## src/rtl/matmul_seq_ctrl_if.sv

```systemverilog
// Bundle of the handshake and data signals between the MAC-ALU sequencer and
// its surroundings (top-level controller, input stream, X buffer, ALU,
// result RAM).
//   master : environment side (controller, input source, ALU)
//   slave  : sequencer side (matmul_seq_ctrl)
interface matmul_seq_ctrl_if #(
  parameter int RES_W  = 18,
  parameter int ADDR_W = 4
);
  logic              start;
  logic              in_valid;
  logic [63:0]       in_data;
  logic              in_ready;
  logic              buf_we;
  logic [1:0]        buf_row;
  logic [63:0]       buf_data;
  logic              alu_en;
  logic              alu_web;
  logic [RES_W-1:0]  mu1;
  logic [RES_W-1:0]  mu2;
  logic [RES_W-1:0]  mu3;
  logic [RES_W-1:0]  mu4;
  logic              ram_we;
  logic [ADDR_W-1:0] ram_addr;
  logic [RES_W-1:0]  ram_wdata;
  logic              busy;
  logic              done;
  logic              err;

  modport master (
    output start, in_valid, in_data, alu_web, mu1, mu2, mu3, mu4,
    input  in_ready, buf_we, buf_row, buf_data, alu_en,
           ram_we, ram_addr, ram_wdata, busy, done, err
  );

  modport slave (
    input  start, in_valid, in_data, alu_web, mu1, mu2, mu3, mu4,
    output in_ready, buf_we, buf_row, buf_data, alu_en,
           ram_we, ram_addr, ram_wdata, busy, done, err
  );
endinterface

```

## src/rtl/matmul_seq_ctrl.sv

```systemverilog
// Sequencer for the 4-row multiply-accumulate ALU.
// Loads a 4-row input tile into the X buffer, enables the ALU for one
// RUN_CYC-cycle pass, captures the four column sums on each ALU write strobe
// and serializes them into the result RAM (address col*4 + row).
// Ports:
//   clk  - clock, rising edge
//   rst  - synchronous active-high reset
//   bus  - slave modport: start/in_* input stream, buf_* X buffer writes,
//          alu_en/alu_web/mu1..mu4 ALU, ram_* result RAM, busy/done/err status
module matmul_seq_ctrl #(
  parameter int RES_W     = 18,
  parameter int NUM_COLS  = 4,
  parameter int RUN_CYC   = 32,
  parameter int ADDR_W    = 4,
  parameter int DRAIN_MAX = 8
) (
  input  logic              clk,
  input  logic              rst,
  matmul_seq_ctrl_if.slave  bus
);
  localparam int COL_W = $clog2(NUM_COLS + 1);
  localparam int RUN_W = $clog2(RUN_CYC);
  localparam int DRN_W = $clog2(DRAIN_MAX);
  localparam int SC_W  = ADDR_W - 2;

  typedef enum logic [2:0] {S_IDLE, S_LOAD, S_RUN, S_DRAIN, S_DONE} state_t;

  state_t           state_q, state_d;
  logic [1:0]       beat_q;
  logic [RUN_W-1:0] run_q;
  logic [COL_W-1:0] col_q;
  logic [DRN_W-1:0] drn_q;
  logic             ser_act_q;
  logic [1:0]       ser_idx_q;
  logic [SC_W-1:0]  ser_col_q;
  logic [RES_W-1:0] hold_q [4];
  logic             err_q;

  logic in_ready_s, alu_en_s, busy_s, done_s;
  logic start_ok, beat_acc, cap_win, cols_done, capture, web_bad;
  logic ser_free, timeout, timeout_exit;

  assign start_ok  = (state_q == S_IDLE) && bus.start;
  assign beat_acc  = (state_q == S_LOAD) && bus.in_valid;
  assign cap_win   = (state_q == S_RUN) || (state_q == S_DRAIN);
  assign cols_done = (col_q == COL_W'(NUM_COLS));
  // Capture needs a fully idle serializer; a strobe landing on the last word
  // of the previous sequence is a collision.
  assign capture   = bus.alu_web && cap_win && !ser_act_q && !cols_done;
  assign web_bad   = bus.alu_web && !capture;
  // DRAIN may leave while the final word is being written, so that the last
  // RAM write and the DONE cycle are back to back.
  assign ser_free  = !ser_act_q || (ser_idx_q == 2'd3);
  assign timeout   = (drn_q == DRN_W'(DRAIN_MAX - 1));
  assign timeout_exit = (state_q == S_DRAIN) && (state_d == S_DONE) && !cols_done;

  // State register
  always_ff @(posedge clk) begin
    if (rst) state_q <= S_IDLE;
    else     state_q <= state_d;
  end

  // Next-state logic
  always_comb begin
    state_d = state_q;
    unique case (state_q)
      S_IDLE:  if (bus.start) state_d = S_LOAD;
      S_LOAD:  if (beat_acc && (beat_q == 2'd3)) state_d = S_RUN;
      S_RUN:   if (run_q == RUN_W'(RUN_CYC - 1)) state_d = S_DRAIN;
      S_DRAIN: if (ser_free && !capture && (cols_done || timeout)) state_d = S_DONE;
      S_DONE:  state_d = S_IDLE;
      default: state_d = S_IDLE;
    endcase
  end

  // State-decoded outputs
  always_comb begin
    in_ready_s = 1'b0;
    alu_en_s   = 1'b0;
    busy_s     = 1'b1;
    done_s     = 1'b0;
    unique case (state_q)
      S_IDLE:  busy_s     = 1'b0;
      S_LOAD:  in_ready_s = 1'b1;
      S_RUN:   alu_en_s   = 1'b1;
      S_DONE:  done_s     = 1'b1;
      default: ;
    endcase
  end

  // Counters, capture registers, serializer and error flag
  always_ff @(posedge clk) begin
    if (rst) begin
      beat_q    <= '0;
      run_q     <= '0;
      col_q     <= '0;
      drn_q     <= '0;
      ser_act_q <= 1'b0;
      ser_idx_q <= '0;
      ser_col_q <= '0;
      err_q     <= 1'b0;
      for (int unsigned i = 0; i < 4; i++) hold_q[i] <= '0;
    end else begin
      if (start_ok) begin
        beat_q <= '0;
        run_q  <= '0;
        col_q  <= '0;
      end
      if (beat_acc) beat_q <= beat_q + 2'd1;
      if (state_q == S_RUN) run_q <= run_q + RUN_W'(1);

      if (state_q != S_DRAIN) drn_q <= '0;
      else if (!timeout)      drn_q <= drn_q + DRN_W'(1);

      if (capture) begin
        hold_q[0] <= bus.mu1;
        hold_q[1] <= bus.mu2;
        hold_q[2] <= bus.mu3;
        hold_q[3] <= bus.mu4;
        ser_act_q <= 1'b1;
        ser_idx_q <= '0;
        ser_col_q <= SC_W'(col_q);
        col_q     <= col_q + COL_W'(1);
      end else if (ser_act_q) begin
        ser_idx_q <= ser_idx_q + 2'd1;
        if (ser_idx_q == 2'd3) ser_act_q <= 1'b0;
      end

      if (start_ok)                err_q <= 1'b0;
      if (web_bad || timeout_exit) err_q <= 1'b1;
    end
  end

  assign bus.in_ready  = in_ready_s;
  assign bus.alu_en    = alu_en_s;
  assign bus.busy      = busy_s;
  assign bus.done      = done_s;
  assign bus.buf_we    = bus.in_valid & in_ready_s;
  assign bus.buf_row   = beat_q;
  assign bus.buf_data  = bus.in_data;
  assign bus.ram_we    = ser_act_q;
  assign bus.ram_addr  = {ser_col_q, ser_idx_q};
  assign bus.ram_wdata = hold_q[ser_idx_q];
  assign bus.err       = err_q;
endmodule

```

## src/flat_wrapper.sv

```systemverilog
// flat-port wrapper written by rule: the top's interface ports become plain ports
module matmul_seq_ctrl_flat 
#(
  parameter int RES_W     = 18,
  parameter int NUM_COLS  = 4,
  parameter int RUN_CYC   = 32,
  parameter int ADDR_W    = 4,
  parameter int DRAIN_MAX = 8
)
  (clk, rst, bus_start, bus_in_valid, bus_in_data, bus_alu_web, bus_mu1, bus_mu2, bus_mu3, bus_mu4, bus_in_ready, bus_buf_we, bus_buf_row, bus_buf_data, bus_alu_en, bus_ram_we, bus_ram_addr, bus_ram_wdata, bus_busy, bus_done, bus_err);
  matmul_seq_ctrl_if #(.RES_W(RES_W), .ADDR_W(ADDR_W)) bus_i ();
  input  logic clk;
  input  logic rst;
  input wire logic [$bits(bus_i.start)-1:0] bus_start;
  input wire logic [$bits(bus_i.in_valid)-1:0] bus_in_valid;
  input wire logic [$bits(bus_i.in_data)-1:0] bus_in_data;
  input wire logic [$bits(bus_i.alu_web)-1:0] bus_alu_web;
  input wire logic [$bits(bus_i.mu1)-1:0] bus_mu1;
  input wire logic [$bits(bus_i.mu2)-1:0] bus_mu2;
  input wire logic [$bits(bus_i.mu3)-1:0] bus_mu3;
  input wire logic [$bits(bus_i.mu4)-1:0] bus_mu4;
  output wire logic [$bits(bus_i.in_ready)-1:0] bus_in_ready;
  output wire logic [$bits(bus_i.buf_we)-1:0] bus_buf_we;
  output wire logic [$bits(bus_i.buf_row)-1:0] bus_buf_row;
  output wire logic [$bits(bus_i.buf_data)-1:0] bus_buf_data;
  output wire logic [$bits(bus_i.alu_en)-1:0] bus_alu_en;
  output wire logic [$bits(bus_i.ram_we)-1:0] bus_ram_we;
  output wire logic [$bits(bus_i.ram_addr)-1:0] bus_ram_addr;
  output wire logic [$bits(bus_i.ram_wdata)-1:0] bus_ram_wdata;
  output wire logic [$bits(bus_i.busy)-1:0] bus_busy;
  output wire logic [$bits(bus_i.done)-1:0] bus_done;
  output wire logic [$bits(bus_i.err)-1:0] bus_err;
  assign bus_i.start = bus_start;
  assign bus_i.in_valid = bus_in_valid;
  assign bus_i.in_data = bus_in_data;
  assign bus_i.alu_web = bus_alu_web;
  assign bus_i.mu1 = bus_mu1;
  assign bus_i.mu2 = bus_mu2;
  assign bus_i.mu3 = bus_mu3;
  assign bus_i.mu4 = bus_mu4;
  assign bus_in_ready = bus_i.in_ready;
  assign bus_buf_we = bus_i.buf_we;
  assign bus_buf_row = bus_i.buf_row;
  assign bus_buf_data = bus_i.buf_data;
  assign bus_alu_en = bus_i.alu_en;
  assign bus_ram_we = bus_i.ram_we;
  assign bus_ram_addr = bus_i.ram_addr;
  assign bus_ram_wdata = bus_i.ram_wdata;
  assign bus_busy = bus_i.busy;
  assign bus_done = bus_i.done;
  assign bus_err = bus_i.err;
  matmul_seq_ctrl #(.RES_W(RES_W), .NUM_COLS(NUM_COLS), .RUN_CYC(RUN_CYC), .ADDR_W(ADDR_W), .DRAIN_MAX(DRAIN_MAX)) u_core (.clk(clk), .rst(rst), .bus(bus_i));
endmodule
```

## config.mk

```make
export PLATFORM = sky130hd
export DESIGN_NAME = matmul_seq_ctrl_flat
export DESIGN_NICKNAME = d
export VERILOG_FILES = /design/src/rtl/matmul_seq_ctrl_if.sv /design/src/rtl/matmul_seq_ctrl.sv /design/src/flat_wrapper.sv
export SDC_FILE = /design/constraint.sdc
export NUM_CORES = 1
export LEC_CHECK = 0
export ABC_AREA = 1
export BUFFER_PORTS_ARGS = -buffer_cell sky130_fd_sc_hd__buf_2
export CAP_MARGIN = 20
export CORE_MARGIN = 2
export CORE_UTILIZATION = 40
export CTS_CLUSTER_DIAMETER = 60
export DETAILED_ROUTE_END_ITERATION = 10
export GPL_TIMING_DRIVEN = 0
export PLACE_DENSITY_LB_ADDON = 0.05
export SKIP_CTS_REPAIR_TIMING = 1
export SLEW_MARGIN = 20
export SYNTH_ARGS = -nofsm -noshare
export SYNTH_HDL_FRONTEND = slang
export SYNTH_SLANG_ARGS = --single-unit
```

## constraint.sdc

```tcl
create_clock -name clk -period 5 [get_ports clk]
set_input_delay 0.5 -clock clk [delete_from_list [all_inputs] [get_ports clk]]
set_output_delay 0.5 -clock clk [all_outputs]
set_load 0.02 [all_outputs]
```

==> metrics.txt <==
grt ovf 0; Total Power 1.793 mW; outcome complete, no violations; DR pass1 iterations 4; Worst-Margin Slew ~0.55 ns; post-synth cell types 26; Vias per Instance 4.497; die height around 120 µm; design area 6681 µm²; I/O Buffers around 170; num ports ~240; Post-synth top cells inv_1, edfxtp_1, nor2_1; PwrDens between 200 and 300 nW/µm²; Syn-to-layout area delta 26.75%; count of pins over their slew limit 0; Rel. slew slack 0.6328; post-synth top area cell edfxtp_1; vias in the first global route 4052; Nets 867; Max-cap violations 0; CTS tree done; Top cell by count, worst path clkbuf_1; wire per inst 13.36 µm; Diodes inserted 0; Worst EP required around 4.5 ns; Synth area leaders edfxtp_1, nor2_4, dfxtp_1; Final Setup Violations 0; GRT Util Overall 0.1736; starting density of the core 0.4143; class of the worst hold path in2reg; CTS Buffer Depth 2; count leader, synth inv_1; crit path kind reg2out; largest net degree at the start of global routing 43; final hold viol count 0; warnings from Yosys 0; Synth Cell Area 5271 µm²; syn_nets 684; synthesized flop and latch total 96; WL final 11.96 mm; Root Driver clkbuf_16; crit start category register; die width around 120 µm; CP arrival 2.16 ns; fmax about 0.38 GHz; CP Max Fanout 10; setup_tns 0 ns; Async S/R FF share, synth 0; cell family with most CP delay buffers and inverters; Layout Cells excl Fill between 800 and 900; placed cells 879; DR iter-0 viols 140; antenna violations before repair 0; EDFF count, synth 72; CTS Sinks 96; Worst-Skew Late Latency 0.34 ns; static leakage 3.205 nW; Synth top area share 0.4102; worst ir drop on vdd 0.1426 mV; crit path capture type primary output; Routed Antenna Nets 0; unrepaired setup endpoints after global routing no; DRC violations left 0; final weighted congestion in routability-driven placement a little under 0.8; Core Rows 41; layout cells sized above 1 0.4440; crit-path max cell delay 0.41 ns; HPWL Detailed 9.148 mm; core area 12720 µm²; Gate Count Post-Synth approximately 540; depth of the CTS H-tree 3; DP Area 6370 µm²; Crit path buffers/inverters 4; main flop type after synthesis edfxtp_1; Tmin final 2.662 ns; Final period util 0.5324; cts bufs inserted 9; cell chain of the critical path clkbuf_1 > inv_1 > clkbuf_1 > o21ai_0 > o22ai_1 > buf_2; post-synthesis sequential area ratio 0.5013; vias after detailed routing just over 4000; Clock Skew 0.005464 ns; Clock transition at path regs approximately 0.060 ns; die area 14110 µm²; first-pass GRT wire length slightly below 20 mm; Crit-path slowest cell clkbuf_1; syn_area_per_cell 9.853 µm²
-- per-layer routing --
layer  GRT usage  vias up  wire length (µm)  share of wire
met2      0.3121      158              6068           0.51
met5           0        -                 0              0
met1      0.1988     1844              4823           0.40
li1            -     2006                 -              -
met3     0.03813       17               858          0.072
met4     0.06994        0               210          0.018
-- flip-flops by register name, summed over array words and instances, names as in the netlist, named ones only --
name	flops
u_core.bus.ram_we	1
u_core.ser_idx_q	2
u_core.drn_q	3
u_core.ser_col_q	2
u_core.state_q	3
u_core.hold_q	72
u_core.bus.buf_row	2
u_core.run_q	5
u_core.bus.err	1
u_core.col_q	3
-- cell usage in the layout, fill, tap and decap left out --
| cell | count |
|---|---|
| o21ai_0 | 43 |
| mux2i_1 | 1 |
| dfxtp_1 | 24 |
| nand3_2 | 1 |
| edfxtp_1 | 72 |
| clkbuf_8 | 1 |
| nand2_1 | 23 |
| nor3_1 | 2 |
| inv_4 | 1 |
| buf_4 | 64 |
| nand2_4 | 1 |
| clkbuf_16 | 11 |
| buf_12 | 6 |
| buf_6 | 1 |
| xnor2_1 | 1 |
| nand4_1 | 2 |
| buf_2 | 176 |
| clkinvlp_4 | 1 |
| clkinv_2 | 1 |
| nand2_2 | 3 |
| nor2_2 | 1 |
| ha_1 | 8 |
| clkinv_1 | 1 |
| o22ai_1 | 19 |
| clkbuf_1 | 10 |
| nor2_4 | 52 |
| a21oi_1 | 17 |
| inv_1 | 92 |
| nor2_1 | 71 |
| xor2_1 | 2 |
| nand3_1 | 14 |
| inv_2 | 1 |
-- layout make-up --
| cell class | count | area, µm² |
|---|---|---|
| multi-input combinational | 261 | 1633 |
| inverter | 94 | 352.8 |
| tap | 172 | 215.2 |
| timing repair buffer | 172 | 875.8 |
| buffer | 84 | 650.6 |
| sequential | 96 | 2643 |
| clock inverter | 3 | 18.77 |
| clock buffer | 13 | 292.8 |
| fill | 1251 | 6041 |
-- per-stage QoR --
stage,hold WS [ns],worst slack [ns],utilization
global route,0.4693,2.156,0.5252
floorplan,0.4406,2.121,-
global placement,0.4475,1.250,0.4985
CTS,0.4517,2.296,0.5252
detailed placement,0.4658,2.674,0.5007
finish,0.4619,2.338,0.5252
-- power breakdown --
part	switching (mW)	total [mW]	internal, mW
combinational	0.119	0.209	0.0894
sequential	0.00736	0.883	0.875
clock	0.291	0.702	0.411
-- path summary, 6_finish.rpt --
kind	to	cells past startpoint	slack, ns	start
worst max-delay path	bus_ram_wdata[8]	6	2.34	register
worst min-delay path	u_core.hold_q[0][2]	3	0.46	bus_mu1[2]
worst max register to register	u_core.hold_q[2][7]	6	2.96	u_core.col_q[0]
worst min register to register	u_core.drn_q[2]	2	0.47	u_core.drn_q[2]
-- worst reg2reg max path, stage by stage (launching register included) --
cell,delay [ns]
dfxtp_1,0.38
inv_1,0.07
ha_1,0.21
nand2_2,0.11
nand3_2,0.20
nand2_4,0.43
buf_12,0.31
-- logic make-up after synthesis --
group,synth area share
muxes,0.001899
and+or+nand+nor,0.2029
DFF,0.5013
AOI/OAI and AO/OA,0.07952
buffers and inverters,0.1904
adders and majority gates,0.01899
xor gates and xnor gates,0.004985
Note: power is estimated with default switching activity, not from simulation.
